## config.mk

```make
export PLATFORM = sky130hd
export DESIGN_NAME = game_tick_gen
export DESIGN_NICKNAME = d
export VERILOG_FILES = /design/src/rtl/game_tick_gen.sv
export SDC_FILE = /design/constraint.sdc
export NUM_CORES = 1
export LEC_CHECK = 0
export CAP_MARGIN = 10
export CORE_MARGIN = 2
export CORE_UTILIZATION = 45
export DETAILED_ROUTE_END_ITERATION = 16
export PLACE_DENSITY = 0.69
export REMOVE_ABC_BUFFERS = 1
export SKIP_LAST_GASP = 1
export SYNTH_ARGS = -nofsm -noshare
export SYNTH_HDL_FRONTEND = slang
export SYNTH_SLANG_ARGS = --single-unit
```

## constraint.sdc

```tcl
create_clock -name clk -period 4.6 [get_ports clk]
set_input_delay 0.46 -clock clk [delete_from_list [all_inputs] [get_ports clk]]
set_output_delay 0.46 -clock clk [all_outputs]
set_load 0.02 [all_outputs]
```

## src/rtl/game_tick_gen.sv

```systemverilog
// game_tick_gen
//   Timing and control front end for the flappy-bird game core. Divides clk
//   down into the bird_clk and pipe_clock square waves. Runs the IDLE/PLAY/DEAD
//   game FSM. Ramps pipe speed with score and freezes the game on collision.
//
// Ports
//   clk           in   1  sole clock (CLOCK_50)
//   rst_n         in   1  asynchronous reset, active-low
//   press         in   1  player button, async; synchronised, rising edge used
//   collision     in   1  core collision flag, async; synchronised, level used
//   score_update  in   1  core score flag, async; synchronised, rising edge used
//   bird_clk      out  1  bird step clock, 50% duty, registered
//   pipe_clock    out  1  pipe shift clock, 50% duty, registered
//   bird_tick     out  1  one-cycle pulse on each bird_clk 0->1
//   pipe_tick     out  1  one-cycle pulse on each pipe_clock 0->1
//   game_state    out  2  00 IDLE, 01 PLAY, 10 DEAD
//   level         out  4  current speed level
//   game_rst      out  1  high while IDLE; holds the core in reset
//
// Configuration
//   GAME_SPEEDUP_EN  when defined, the score/level logic is built and the pipe
//                    half-period shrinks with level. When undefined, level is 0,
//                    the pipe half-period is fixed at PIPE_DIV_INIT and
//                    score_update is not used.
module game_tick_gen #(
  parameter int CNT_W           = 26,
  parameter int BIRD_DIV        = 6_250_000,
  parameter int PIPE_DIV_INIT   = 12_500_000,
  parameter int PIPE_DIV_MIN    = 3_125_000,
  parameter int PIPE_DIV_STEP   = 625_000,
  parameter int SCORE_PER_LEVEL = 5,
  parameter int DEAD_HOLD       = 100_000_000
) (
  input  logic       clk,
  input  logic       rst_n,
  input  logic       press,
  input  logic       collision,
  input  logic       score_update,
  output logic       bird_clk,
  output logic       pipe_clock,
  output logic       bird_tick,
  output logic       pipe_tick,
  output logic [1:0] game_state,
  output logic [3:0] level,
  output logic       game_rst
);

  localparam int HOLD_W = (DEAD_HOLD > 1) ? $clog2(DEAD_HOLD) : 1;

  typedef enum logic [1:0] {
    ST_IDLE = 2'b00,
    ST_PLAY = 2'b01,
    ST_DEAD = 2'b10
  } state_t;

  state_t             state_q, state_d;
  logic [HOLD_W-1:0]  hold_q, hold_d;

  // Two-flop synchronisers; press also gets an edge register.
  logic press_s1_q, press_s2_q, press_prev_q;
  logic coll_s1_q, coll_s2_q;
  logic press_rise;

  logic [CNT_W-1:0] bird_cnt_q, bird_cnt_d;
  logic [CNT_W-1:0] pipe_cnt_q, pipe_cnt_d;
  logic [CNT_W-1:0] pipe_div_q, pipe_div_d;
  logic [CNT_W-1:0] pipe_div_next;
  logic             bird_clk_q, bird_clk_d, bird_tick_q, bird_tick_d;
  logic             pipe_clk_q, pipe_clk_d, pipe_tick_q, pipe_tick_d;
  logic             bird_wrap, pipe_wrap, run;

  always_ff @(posedge clk or negedge rst_n) begin
    if (!rst_n) begin
      press_s1_q   <= 1'b0;
      press_s2_q   <= 1'b0;
      press_prev_q <= 1'b0;
      coll_s1_q    <= 1'b0;
      coll_s2_q    <= 1'b0;
    end else begin
      press_s1_q   <= press;
      press_s2_q   <= press_s1_q;
      press_prev_q <= press_s2_q;
      coll_s1_q    <= collision;
      coll_s2_q    <= coll_s1_q;
    end
  end

  assign press_rise = press_s2_q & ~press_prev_q;

  // FSM: the hold counter defaults to 0, so it is already clear on DEAD entry.
  always_comb begin
    state_d = state_q;
    hold_d  = '0;
    case (state_q)
      ST_IDLE: if (press_rise) state_d = ST_PLAY;
      ST_PLAY: if (coll_s2_q)  state_d = ST_DEAD;
      ST_DEAD: begin
        if (hold_q == HOLD_W'(DEAD_HOLD - 1)) state_d = ST_IDLE;
        else                                  hold_d  = hold_q + 1'b1;
      end
      default: state_d = ST_IDLE;
    endcase
  end

  always_ff @(posedge clk or negedge rst_n) begin
    if (!rst_n) begin
      state_q <= ST_IDLE;
      hold_q  <= '0;
    end else begin
      state_q <= state_d;
      hold_q  <= hold_d;
    end
  end

`ifdef GAME_SPEEDUP_EN
  localparam int SC_W = (SCORE_PER_LEVEL > 1) ? $clog2(SCORE_PER_LEVEL) : 1;

  logic            score_s1_q, score_s2_q, score_prev_q;
  logic            score_rise;
  logic [SC_W-1:0] score_cnt_q, score_cnt_d;
  logic [3:0]      level_q, level_d;

  // Pipe half-period for a level, clamped at PIPE_DIV_MIN. The arithmetic is
  // widened so a large level*step cannot wrap below the clamp.
  function automatic logic [CNT_W-1:0] pipe_div_for(input logic [3:0] lvl);
    logic [CNT_W+4:0] red;
    red = (CNT_W+5)'(lvl) * (CNT_W+5)'(PIPE_DIV_STEP);
    if (red + (CNT_W+5)'(PIPE_DIV_MIN) >= (CNT_W+5)'(PIPE_DIV_INIT))
      return CNT_W'(PIPE_DIV_MIN);
    return CNT_W'((CNT_W+5)'(PIPE_DIV_INIT) - red);
  endfunction

  always_ff @(posedge clk or negedge rst_n) begin
    if (!rst_n) begin
      score_s1_q   <= 1'b0;
      score_s2_q   <= 1'b0;
      score_prev_q <= 1'b0;
      score_cnt_q  <= '0;
      level_q      <= '0;
    end else begin
      score_s1_q   <= score_update;
      score_s2_q   <= score_s1_q;
      score_prev_q <= score_s2_q;
      score_cnt_q  <= score_cnt_d;
      level_q      <= level_d;
    end
  end

  assign score_rise = score_s2_q & ~score_prev_q;

  // A score edge coinciding with collision is dropped. Level stops rising at
  // 15 or once the pipe half-period has reached its clamp.
  always_comb begin
    score_cnt_d = score_cnt_q;
    level_d     = level_q;
    if (state_q == ST_IDLE && state_d == ST_PLAY) begin
      score_cnt_d = '0;
      level_d     = '0;
    end else if (state_q == ST_PLAY && !coll_s2_q && score_rise) begin
      if (score_cnt_q == SC_W'(SCORE_PER_LEVEL - 1)) begin
        score_cnt_d = '0;
        if (level_q != 4'hF && pipe_div_for(level_q) > CNT_W'(PIPE_DIV_MIN))
          level_d = level_q + 4'd1;
      end else begin
        score_cnt_d = score_cnt_q + 1'b1;
      end
    end
  end

  assign level         = level_q;
  assign pipe_div_next = pipe_div_for(level_q);
`else
  logic score_unused;
  assign score_unused  = score_update;
  assign level         = 4'd0;
  assign pipe_div_next = CNT_W'(PIPE_DIV_INIT);
`endif

  // Dividers only advance while PLAY continues into the next cycle. Leaving
  // PLAY drops both clocks low on the same edge that the state changes.
  assign run       = (state_q == ST_PLAY) && (state_d == ST_PLAY);
  assign bird_wrap = (bird_cnt_q == CNT_W'(BIRD_DIV - 1));
  assign pipe_wrap = (pipe_cnt_q == pipe_div_q - 1'b1);

  always_comb begin
    bird_cnt_d  = '0;
    bird_clk_d  = 1'b0;
    bird_tick_d = 1'b0;
    pipe_cnt_d  = '0;
    pipe_clk_d  = 1'b0;
    pipe_tick_d = 1'b0;
    pipe_div_d  = CNT_W'(PIPE_DIV_INIT);
    if (run) begin
      bird_cnt_d  = bird_wrap ? '0 : bird_cnt_q + 1'b1;
      bird_clk_d  = bird_clk_q ^ bird_wrap;
      bird_tick_d = bird_wrap & ~bird_clk_q;
      pipe_cnt_d  = pipe_wrap ? '0 : pipe_cnt_q + 1'b1;
      pipe_clk_d  = pipe_clk_q ^ pipe_wrap;
      pipe_tick_d = pipe_wrap & ~pipe_clk_q;
      // The new half-period is taken only at a wrap, so a half never stretches.
      pipe_div_d  = pipe_wrap ? pipe_div_next : pipe_div_q;
    end
  end

  always_ff @(posedge clk or negedge rst_n) begin
    if (!rst_n) begin
      bird_cnt_q  <= '0;
      bird_clk_q  <= 1'b0;
      bird_tick_q <= 1'b0;
      pipe_cnt_q  <= '0;
      pipe_clk_q  <= 1'b0;
      pipe_tick_q <= 1'b0;
      pipe_div_q  <= CNT_W'(PIPE_DIV_INIT);
    end else begin
      bird_cnt_q  <= bird_cnt_d;
      bird_clk_q  <= bird_clk_d;
      bird_tick_q <= bird_tick_d;
      pipe_cnt_q  <= pipe_cnt_d;
      pipe_clk_q  <= pipe_clk_d;
      pipe_tick_q <= pipe_tick_d;
      pipe_div_q  <= pipe_div_d;
    end
  end

  assign bird_clk   = bird_clk_q;
  assign bird_tick  = bird_tick_q;
  assign pipe_clock = pipe_clk_q;
  assign pipe_tick  = pipe_tick_q;
  assign game_state = state_q;
  assign game_rst   = (state_q == ST_IDLE);

endmodule

```

After elaboration in Yosys (flattened, before gate mapping)

Index checks and enable logic that the tools add are counted.

Bits of input ports: 5
Register bits after elaboration: 116
Word-level logic and storage cells: 51
Output and inout port bits: 11

Add/sub/neg operators: 4
Multiplexer cells: 16
Bitwise gates (word level): 8
Reductions and logical operators: 2
Eq/ne operators: 7

Operators by type and width:

| cell                                                  | count |
|---|---|
| 2-to-1 mux 26 bit                                     | 6 |
| 2-to-1 mux 27 bit                                     | 2 |
| adder 26 x 1 -> 26 bit, second input constant         | 2 |
| adder 27 x 1 -> 27 bit, second input constant         | 1 |
| equality test 27 bit, second input constant           | 1 |
| equality test 26 x 23 -> 1 bit, second input constant | 1 |
| equality test 26 bit                                  | 1 |
| subtractor 26 x 1 -> 26 bit, second input constant    | 1 |
| 2-to-1 mux 2 bit                                      | 3 |
| case mux 2 bit (3 select lines)                       | 1 |
| equality test 2 x 1 -> 1 bit, second input constant   | 2 |
| 2-to-1 mux 1 bit                                      | 4 |
| bitwise AND 1 bit                                     | 3 |
| NOT 1 bit                                             | 3 |
| equality test 2 bit, second input constant            | 1 |
| logical NOT 2 bit                                     | 1 |
| inequality test 2 bit, second input constant          | 1 |
| XOR 1 bit                                             | 2 |
| logical AND 1 bit                                     | 1 |

Logic depth before layout (Yosys ltp)

Gate-level depths: netlist (run 1).

Word-level depth: 7
Depth in mapped cells: 8
Gate-level depth less buffers: 7

Worst setup path after synthesis (run 1)

Ideal clock, no wire load.

Path type: register to register
From: reg pipe_cnt_q[0]
To: reg pipe_cnt_q[12]
Data required time: 4,481 ps
Clock period less this slack: 1,841 ps
Stages on the path, launching flop included: 9
Buffers on the path: 2
Setup time: 119 ps
Data arrival time: 1,722 ps
Path slack: 2,759 ps
Cell sequence: dfrtp_1 -> ha_1 -> and4_1 -> and2_0 -> clkbuf_1 -> nand3_1 -> o21ai_2 -> buf_6 -> nor2_1

Word-level cells in the longest chain between the ends: 3
Elaborated cells between the ends (all ways): 4
Classes of those cells: add/sub: 1; eq/ne: 1; mux: 2

Ends and longest elaborated chain:

| item                                                                  | RTL line | text |
|---|---|---|
| start, declared                                                       | 65       | `logic [CNT_W-1:0] pipe_cnt_q, pipe_cnt_d;` |
| start signal, assigned                                                | 218      | `pipe_cnt_q <= pipe_cnt_d;` |
| adder 26 x 1 -> 26 bit / equality test 26 bit (equally long branches) | 197, 183 |  |
| 2-to-1 mux 26 bit (*)                                                 | 197      | `pipe_cnt_d = pipe_wrap ? '0 : pipe_cnt_q + 1'b1;` |
| 2-to-1 mux 26 bit (*)                                                 | 193      | `if (run) begin` |
| via pipe_cnt_d[12]                                                    | 65       |  |

Mark *: on every way through the listed nets, which the timed path passes. The rest lies on a longest branch.
A chain may end at the register's enable or synchronous reset.

Final worst setup path (run 1)

From: reg pipe_cnt_q[0]
To: reg pipe_cnt_q[8]

The elaborated chain is that of the path after synthesis.

==> metrics.txt, run 1 <==
Root Buffer clkbuf_8; CP endpoint kind flip-flop; critical path type reg2reg; Synth area leader dfrtp_1; Seq pwr share 0.541; FF+latch area 2252 um^2; Sw Share 0.2619; routed vias 3000; setup TNS 0 ns; crit path from pipe_cnt_q[0]; initial antenna violation count 0; wirelength, routed 7.822 mm; Layout fillers 895; VDD IR max 0.1447 mV; commonest register cell after synthesis dfrtp_1; wire per inst 13.49 um; grt total ovfl 0; crit share post-route 0.5394; crit-path max cell delay 0.79 ns; max-slew violation count 0; Switch Pwr 0.4029 mW; worst clock skew 0.009240 ns; Clock power frac 0.349; Setup Buffers After CTS 0; Initial DRC Count 134; vias in the first global route 2826; Routed Antenna Nets 0; Bufs and invs on worst path 0; Max clock buf depth 2; first-pass GRT wire length 13.25 mm; Die X 102.0 um; # port buffers 10; Distinct cells, synth 39; crit path max fanout 25; core region area 9284 um^2; Gate Count Post-Synth 437; Hold WS 0.1147 ns; post-synthesis register bit count 90; # hold bufs at CTS 0; largest net degree at the start of global routing 50; cell chain of the critical path ha_1, and4_1, and2_0, nand3_1, o21ai_2, nor2_1; f_max 0.4030 GHz; Via density 5.172; HP Class in2async; Rel. slew slack 0.3412; first drt pass iteration count 4; ranking of synthesized cells by area dfrtp_1 (52%), xor2_1 (9.7%), nor2_1 (7.6%), xnor2_1 (4.1%), nand4_1 (3.9%); CP Data Required Time 4.80 ns; Async S/R FF share, synth 1.000; CTS tree built; clock edge transition at the registers on the reported setup and hold paths 0.09 ns; Lkg Pwr 1.922 nW; Final Setup Violations 0; delay-heaviest family, CP simple AND/OR/NAND/NOR gates; max-cap violations 0; Multi-input gate area 1956 um^2; DIE AREA 10410 um^2; Antenna Cells 0; Hold Vio Cnt, Final 0; worst slew pin tran 0.9807 ns; Mapped Area 4324 um^2; Comb pwr share 0.110; number of synthesized flops with an enable pin 0; Area Overhead vs Synth 8.796%; GR Util All Layers 0.1635; top-area cell type share of the netlist area 0.5208; Initial Utilization 0.4658; dpl hpwl 5.146 mm; launch point of the worst reg-to-reg path pipe_cnt_q[0]; Die Y 102.0 um; register area share after synthesis 0.5208; CTS H-tree depth 3; Sink Count 90; share of cells above drive strength 1 0.06208; CP arrival 2.68 ns; DRC viols 0; startpoint class of the critical path flip-flop; CTS resizes 0; Nets 458; Placer Congestion 0.8417; Clock Latency Late Sink 0.36 ns; Syn Area/Cell 9.895 um^2; Overall Power 1.538 mW; Crit-path slowest cell o21ai_2; clock period minus worst slack 2.481 ns; RSZ-0062 raised after global routing no; CTS Buf Count 9; Syn. warnings 0; status completed; internal power 1.136 mW; IO Count 16; P per Cell Area 327.0 nW/um^2; FP Rows 35
cell families (layout without fill, tap and decap cells):
logic type                 after synthesis  count (layout)  synth area share
and+or+nand+nor                        237             237            0.2755
DFF                                     90              90            0.5208
xor gates and xnor gates                68              68            0.1377
buffers and inverters                   23              34           0.02951
AOI/OAI and AO/OA                       13              13           0.02112
adders and majority gates                5               5           0.01447
other                                    1               4         0.0008672
layout make-up:
| type | count | share of cell area |
|---|---|---|
| multi-input cells | 327 | 0.4157 |
| inverters | 8 | 0.006383 |
| well taps | 129 | 0.03431 |
| clock inverters | 2 | 0.007979 |
| clock buffers | 12 | 0.03298 |
| flip-flops and latches | 90 | 0.4787 |
| repair buffers | 12 | 0.02394 |
sequential cells by signal, summed over array words and instances (netlist names):
name	cells
pipe_cnt_q	26
coll_s2_q	1
bird_tick	1
press_s1_q	1
game_state	2
bird_cnt_q	26
press_s2_q	1
hold_q	27
pipe_tick	1
pipe_clock	1
bird_clk	1
press_prev_q	1
coll_s1_q	1
cell usage after synthesis, types with 2 or more instances:
library cell  count
nand2b_1          3
nand2_1          28
nand3_1          30
or4_1             2
nand4_1          27
and3_1           20
xnor2_1          20
buf_4             4
a31oi_1           2
dfrtp_1          90
buf_2             3
nor3_2            3
nor2_1           88
nor3_1           12
and4_1            4
and2_1            5
or3_1             2
inv_1             8
ha_1              5
buf_6             3
xor2_1           48
nor4_1            4
clkbuf_1          5
a21oi_1           6
worst reg2reg max path: stages (launching register included):
cell and delay, ns:
dfrtp_1 0.39, ha_1 0.21, and4_1 0.28, and2_0 0.33, nand3_1 0.18, o21ai_2 0.79
nor2_1 0.15
path summary, 6_finish.rpt:
path | endpoint | slack, ns | cells past startpoint
setup / recovery | pipe_cnt_q[8] | 2.12 | 6
hold / removal | hold_q[5] | 0.11 | 1
min in group clk | press_s2_q | 0.36 | 0
setup reg to reg | pipe_cnt_q[8] | 2.12 | 6
hold reg to reg | press_s2_q | 0.36 | 0
max in group asynchronous | pipe_cnt_q[22] | 3.51 | 2
cell usage in the layout (no fill, tap or decap), types with 5 or more instances in the layout:
master,synthesis,final
a21oi_1,6,6
and2_1,5,5
and3_1,20,20
clkbuf_8,0,11
clkdlybuf4s50_1,0,9
dfrtp_1,90,90
ha_1,5,5
inv_1,8,8
nand2_1,28,28
nand3_1,30,30
nand4_1,27,27
nor2_1,88,88
nor3_1,12,12
xnor2_1,20,20
xor2_1,48,48
metal layers:
layer  global-route usage  wire length [um]
met4              0.05949                88
met2               0.2515              3591
met5                    0                 0
met3              0.03762               194
met1               0.2279              3948
per-stage QoR:
| stage | instances | instance area, um^2 | util | setup WS, ns |
|---|---|---|---|---|
| after detailed placement | 566 | 4512 | 0.4860 | 2.072 |
| after CTS | 580 | 4705 | 0.5067 | 2.075 |
| final | 580 | 4705 | 0.5067 | 2.119 |
| after global placement | 566 | 4512 | 0.4860 | 2.147 |
| after floorplan | 425 | 4238 | - | 2.571 |
| after global routing | 580 | 4705 | 0.5067 | 1.806 |
power groups by stage:
stage                     combinational (mW)  clock (mW)  sequential, mW
final                                  0.169       0.537           0.832
after global routing                   0.189       0.587           0.834
after CTS                              0.173       0.556           0.832
after detailed placement               0.173           0           0.848
after global placement                 0.172           0           0.847
after floorplan                       0.0856           0           0.851
No activity file was read; power rests on OpenSTA's default activity.
==> run 2: changes to the inputs <==
- clock period: 4.6 -> 2.4 ns (I/O delays scaled with it)
==> metrics.txt, run 2 (synthesis gave the netlist of run 1 again) <==
status completed; Switch Pwr 0.7876 mW; internal power 2.294 mW; Clock Latency Late Sink 0.35 ns; Initial Utilization 0.4658; P per Cell Area 638.3 nW/um^2; reg2reg path depth 6; most frequent cells in the layout dfrtp_1 (90), nor2_1 (88), xor2_1 (48), nand3_1 (30), nand2_1 (28); first drt pass iteration count 4; Antenna Cells 0; core region area 9284 um^2; biggest regs hold_q (27), bird_cnt_q (26), pipe_cnt_q (26); hold path depth 1; CP arrival 1.75 ns; Max clock buf depth 2; Die X 102.0 um; Placed Cells 576; Comb pwr share 0.118; crit share post-route 0.8299; FF+latch area 2252 um^2; Die Y 102.0 um; Setup Buffers After CTS 0; worst slew pin tran 0.6393 ns; wirelength, routed 7.691 mm; # port buffers 10; Final Setup Violations 0; vias in the first global route 2918; final core occ 0.5201; largest net degree at the start of global routing 48; worst clock skew 0.01226 ns; CP Data Required Time 2.16 ns; initial antenna violation count 0; Rel. slew slack 0.5702; Multi-input gate area 1956 um^2; CTS Buf Count 9; Clock power frac 0.364; Initial DRC Count 155; DIE AREA 10410 um^2; IO Count 16; Biggest register hold_q; routed vias 3083; crit path max fanout 6; Routed Antenna Nets 0; top layer in use met4; WL met2 3.567 mm; FP Rows 35; Final Non-Filler Cells 593; setup TNS 0 ns; WL met1 3.773 mm; most common cell after layout, fill and taps aside dfrtp_1; HP Class in2reg; startpoint class of the critical path flip-flop; grt total ovfl 0; CTS H-tree depth 3; Nets 469; setup ws final 0.4082 ns; CTS tree built; GR Util All Layers 0.1646; Root Buffer clkbuf_8; Hold Vio Cnt, Final 0; dpl ws 0.4720 ns; Layout fillers 858; share of cells above drive strength 1 0.08621; critical path type reg2out; VDD IR max 0.2723 mV; Seq pwr share 0.518; clock period minus worst slack 1.992 ns; clock edge transition at the registers on the reported setup and hold paths 0.08 ns; CTS resizes 0; Sink Count 90; DRC viols 0; met3 wire len 206 um; Lkg Pwr 1.993 nW; f_max 0.5021 GHz; dpl hpwl 5.274 mm; Sw Share 0.2556; # hold bufs at CTS 1; Placer Congestion 0.8309; Via density 5.199; max reg flops 27; Area Overhead vs Synth 11.66%; first-pass GRT wire length 13.54 mm; max-cap violations 0; CP endpoint kind output pin; wire per inst 12.97 um; max-slew violation count 0; RSZ-0062 raised after global routing no
==> run 2: worst paths after layout <==
path / start / endpoint / slack [ns]
max in group asynchronous: rst_n / pipe_cnt_q[21] / 1.32
worst min-delay path: collision / coll_s1_q / 0.34
worst max-delay path: game_state[1] / game_rst / 0.41
min in group asynchronous: rst_n / hold_q[4] / 0.43
worst min register to register: press_s1_q / press_s2_q / 0.36
worst max register to register: hold_q[12] / hold_q[21] / 0.48
==> run 2: area by class of cell <==
| cell class | count | share of cell area |
|---|---|---|
| Clock buffer | 11 | 0.02928 |
| Multi-Input combinational cell | 327 | 0.4050 |
| Inverter | 8 | 0.006219 |
| Timing Repair Buffer | 23 | 0.04353 |
| Sequential cell | 90 | 0.4664 |
| Clock inverter | 5 | 0.01607 |
| Tap cell | 129 | 0.03343 |
==> run 2: worst max-delay path: stages (launching register included) <==
cell,delay [ns]
dfrtp_1,0.46
nor2_1,0.28
clkdlybuf4s50_1,0.66
==> run 2: power groups by stage <==
stage	Clock, mW	Sequential (mW)	Combinational [mW]
after floorplan	0	1.63	0.164
after global placement	0	1.62	0.367
after detailed placement	0	1.63	0.369
after CTS	1.16	1.60	0.372
after global routing	1.22	1.60	0.409
final	1.12	1.60	0.363
==> run 2: metal layers <==
layer | track usage | up-vias
li1 | - | 1522
met1 | 0.2228 | 1502
met2 | 0.2576 | 48
met3 | 0.03488 | 11
met4 | 0.07077 | 0
met5 | 0 | -
==> run 2: per-stage QoR <==
| step | hold slack [ns] | total power [mW] | area [um^2] |
|---|---|---|---|
| finish | 0.3382 | 3.082 | 4828 |
| global route | 0.3214 | 3.233 | 4828 |
| CTS | 0.3186 | 3.128 | 4828 |
| detailed placement | 0.2932 | 1.995 | 4599 |
| global placement | 0.2860 | 1.990 | 4599 |
| floorplan | -0.05559 | 1.794 | 4238 |
==> run 3: changes to the inputs <==
- PLACE_DENSITY: 0.69 -> 0.71
- clock period: 2.4 -> 1.7 ns (I/O delays scaled with it)
==> metrics.txt, run 3 (synthesis gave the netlist of run 1 again) <==
Initial DRC Count 175; HP Class in2async; Initial Utilization 0.4658; setup ws final -0.1155 ns; routed vias 3305; launch point of the worst reg-to-reg path pipe_cnt_q[22]; Sink Count 90; Antenna Cells 0; flop-to-flop setup slack -0.12 ns; first-pass GRT wire length 14.75 mm; max-slew violation count 0; Clock Latency Late Sink 0.36 ns; CTS Buf Count 9; final core occ 0.5907; dpl ws -0.1130 ns; max reg flops 27; share of cells above drive strength 1 0.2651; crit path max fanout 10; Die X 102.0 um; f_max 0.5508 GHz; critical path type reg2reg; DRC viols 0; reg2reg path depth 5; VDD IR max 0.4517 mV; Placer Congestion 0.7940; Area Overhead vs Synth 26.82%; wire per inst 14.02 um; Area after DPL 4917 um^2; clock period minus worst slack 1.815 ns; DIE AREA 10410 um^2; CP arrival 2.07 ns; vias in the first global route 3316; clock edge transition at the registers on the reported setup and hold paths 0.09 ns; GR Util All Layers 0.1770; reg2reg end pipe_cnt_q[20]; CTS H-tree depth 3; Root Buffer clkbuf_8; grt total ovfl 0; core region area 9284 um^2; initial antenna violation count 0; Routed Antenna Nets 0; worst clock skew 0.007228 ns; biggest regs hold_q (27), bird_cnt_q (26), pipe_cnt_q (26); CP Data Required Time 1.95 ns; first drt pass iteration count 4; CP endpoint kind flip-flop; P per Cell Area 782.7 nW/um^2; most frequent cells in the layout dfrtp_1 (88), nor2_1 (65), buf_4 (54), xor2_1 (48); wirelength, routed 9.002 mm; FP Rows 35; # port buffers 10; most common cell after layout, fill and taps aside dfrtp_1; max-cap violations 0; CTS tree built; Max clock buf depth 2; Biggest register hold_q; Final Setup Violations 47; crit share post-route 1.068; IO Count 16; Die Y 102.0 um; largest net degree at the start of global routing 70; status finished, violations left; Design Area, Final 5484 um^2; RSZ-0062 raised after global routing yes; startpoint class of the critical path flip-flop; Nets 518; violated checks negative setup slack; Overall Power 4.292 mW; Via density 5.148; dpl hpwl 5.821 mm; Lkg Pwr 2.281 nW; Hold Vio Cnt, Final 0; setup TNS -2.813 ns
-- run 3: changes by cell type in the layout (fill, tap and decap cells not counted), moves of 3 or more --
cell / before / now
buf_4: 12 / 54
buf_6: 0 / 3
nand3_1: 30 / 27
nor2_1: 88 / 65
nor2_2: 0 / 9
nor2_4: 0 / 14
nor3_1: 12 / 9
nor4_1: 4 / 1
-- run 3: timing repair --
action                                  CTS  global route
endpoints found under the setup margin   76            77
hold buffers                              1             0
endpoints found under the hold margin    21             0
pin swaps                                 2            24
gates resized for setup                  11            61
gates cloned                              0             3
buffers inserted                          1             6
-- run 3: layout make-up --
type / instances / area [um^2]
sequential: 90 / 2255
timing repair buffer: 72 / 648.1
tap: 129 / 161.4
fill: 778 / 3800
inverter: 8 / 30.03
multi-input combinational: 327 / 2227
clock buffer: 11 / 131.4
clock inverter: 5 / 31.28
-- run 3: where the power goes --
group / leakage, nW / total [mW] / internal, mW / switching (mW)
Combinational: 0.958 / 0.772 / 0.326 / 0.447
Clock: 0.0831 / 1.28 / 0.528 / 0.751
Sequential: 1.24 / 2.24 / 2.19 / 0.0483
Total: 2.28 / 4.29 / 3.05 / 1.25
-- run 3: layer usage --
metal / part of all wire / up-vias / track usage
met5: 0 / - / 0
met4: 0.016 / 0 / 0.06564
met3: 0.027 / 17 / 0.02804
met2: 0.50 / 54 / 0.2955
met1: 0.46 / 1619 / 0.2343
li1: - / 1615 / -
-- run 3: worst max path at each step --
stage	from	to	slack (ns)
global route	pipe_cnt_q[9]	pipe_cnt_q[15]	-0.19
finish	pipe_cnt_q[22]	pipe_cnt_q[20]	-0.12
floorplan	pipe_cnt_q[5]	pipe_cnt_q[10]	-0.33
CTS	pipe_cnt_q[22]	pipe_cnt_q[22]	-0.10
detailed placement	pipe_cnt_q[8]	pipe_cnt_q[22]	-0.11
global placement	pipe_cnt_q[8]	pipe_cnt_q[19]	-0.04
-- run 3: worst max-delay path: stages (launching register included) --
cell and delay, ns:
dfrtp_1 0.39, or4_4 0.55, or3_1 0.34, o21ai_2 0.16
buf_4 0.19, nor2_1 0.07
-- run 3: through the flow --
step	hold WS [ns]	std cells
final	0.2350	642
after global routing	0.2480	642
after CTS	0.2332	633
after detailed placement	0.08432	615
after global placement	0.08306	615
after floorplan	-0.1256	425
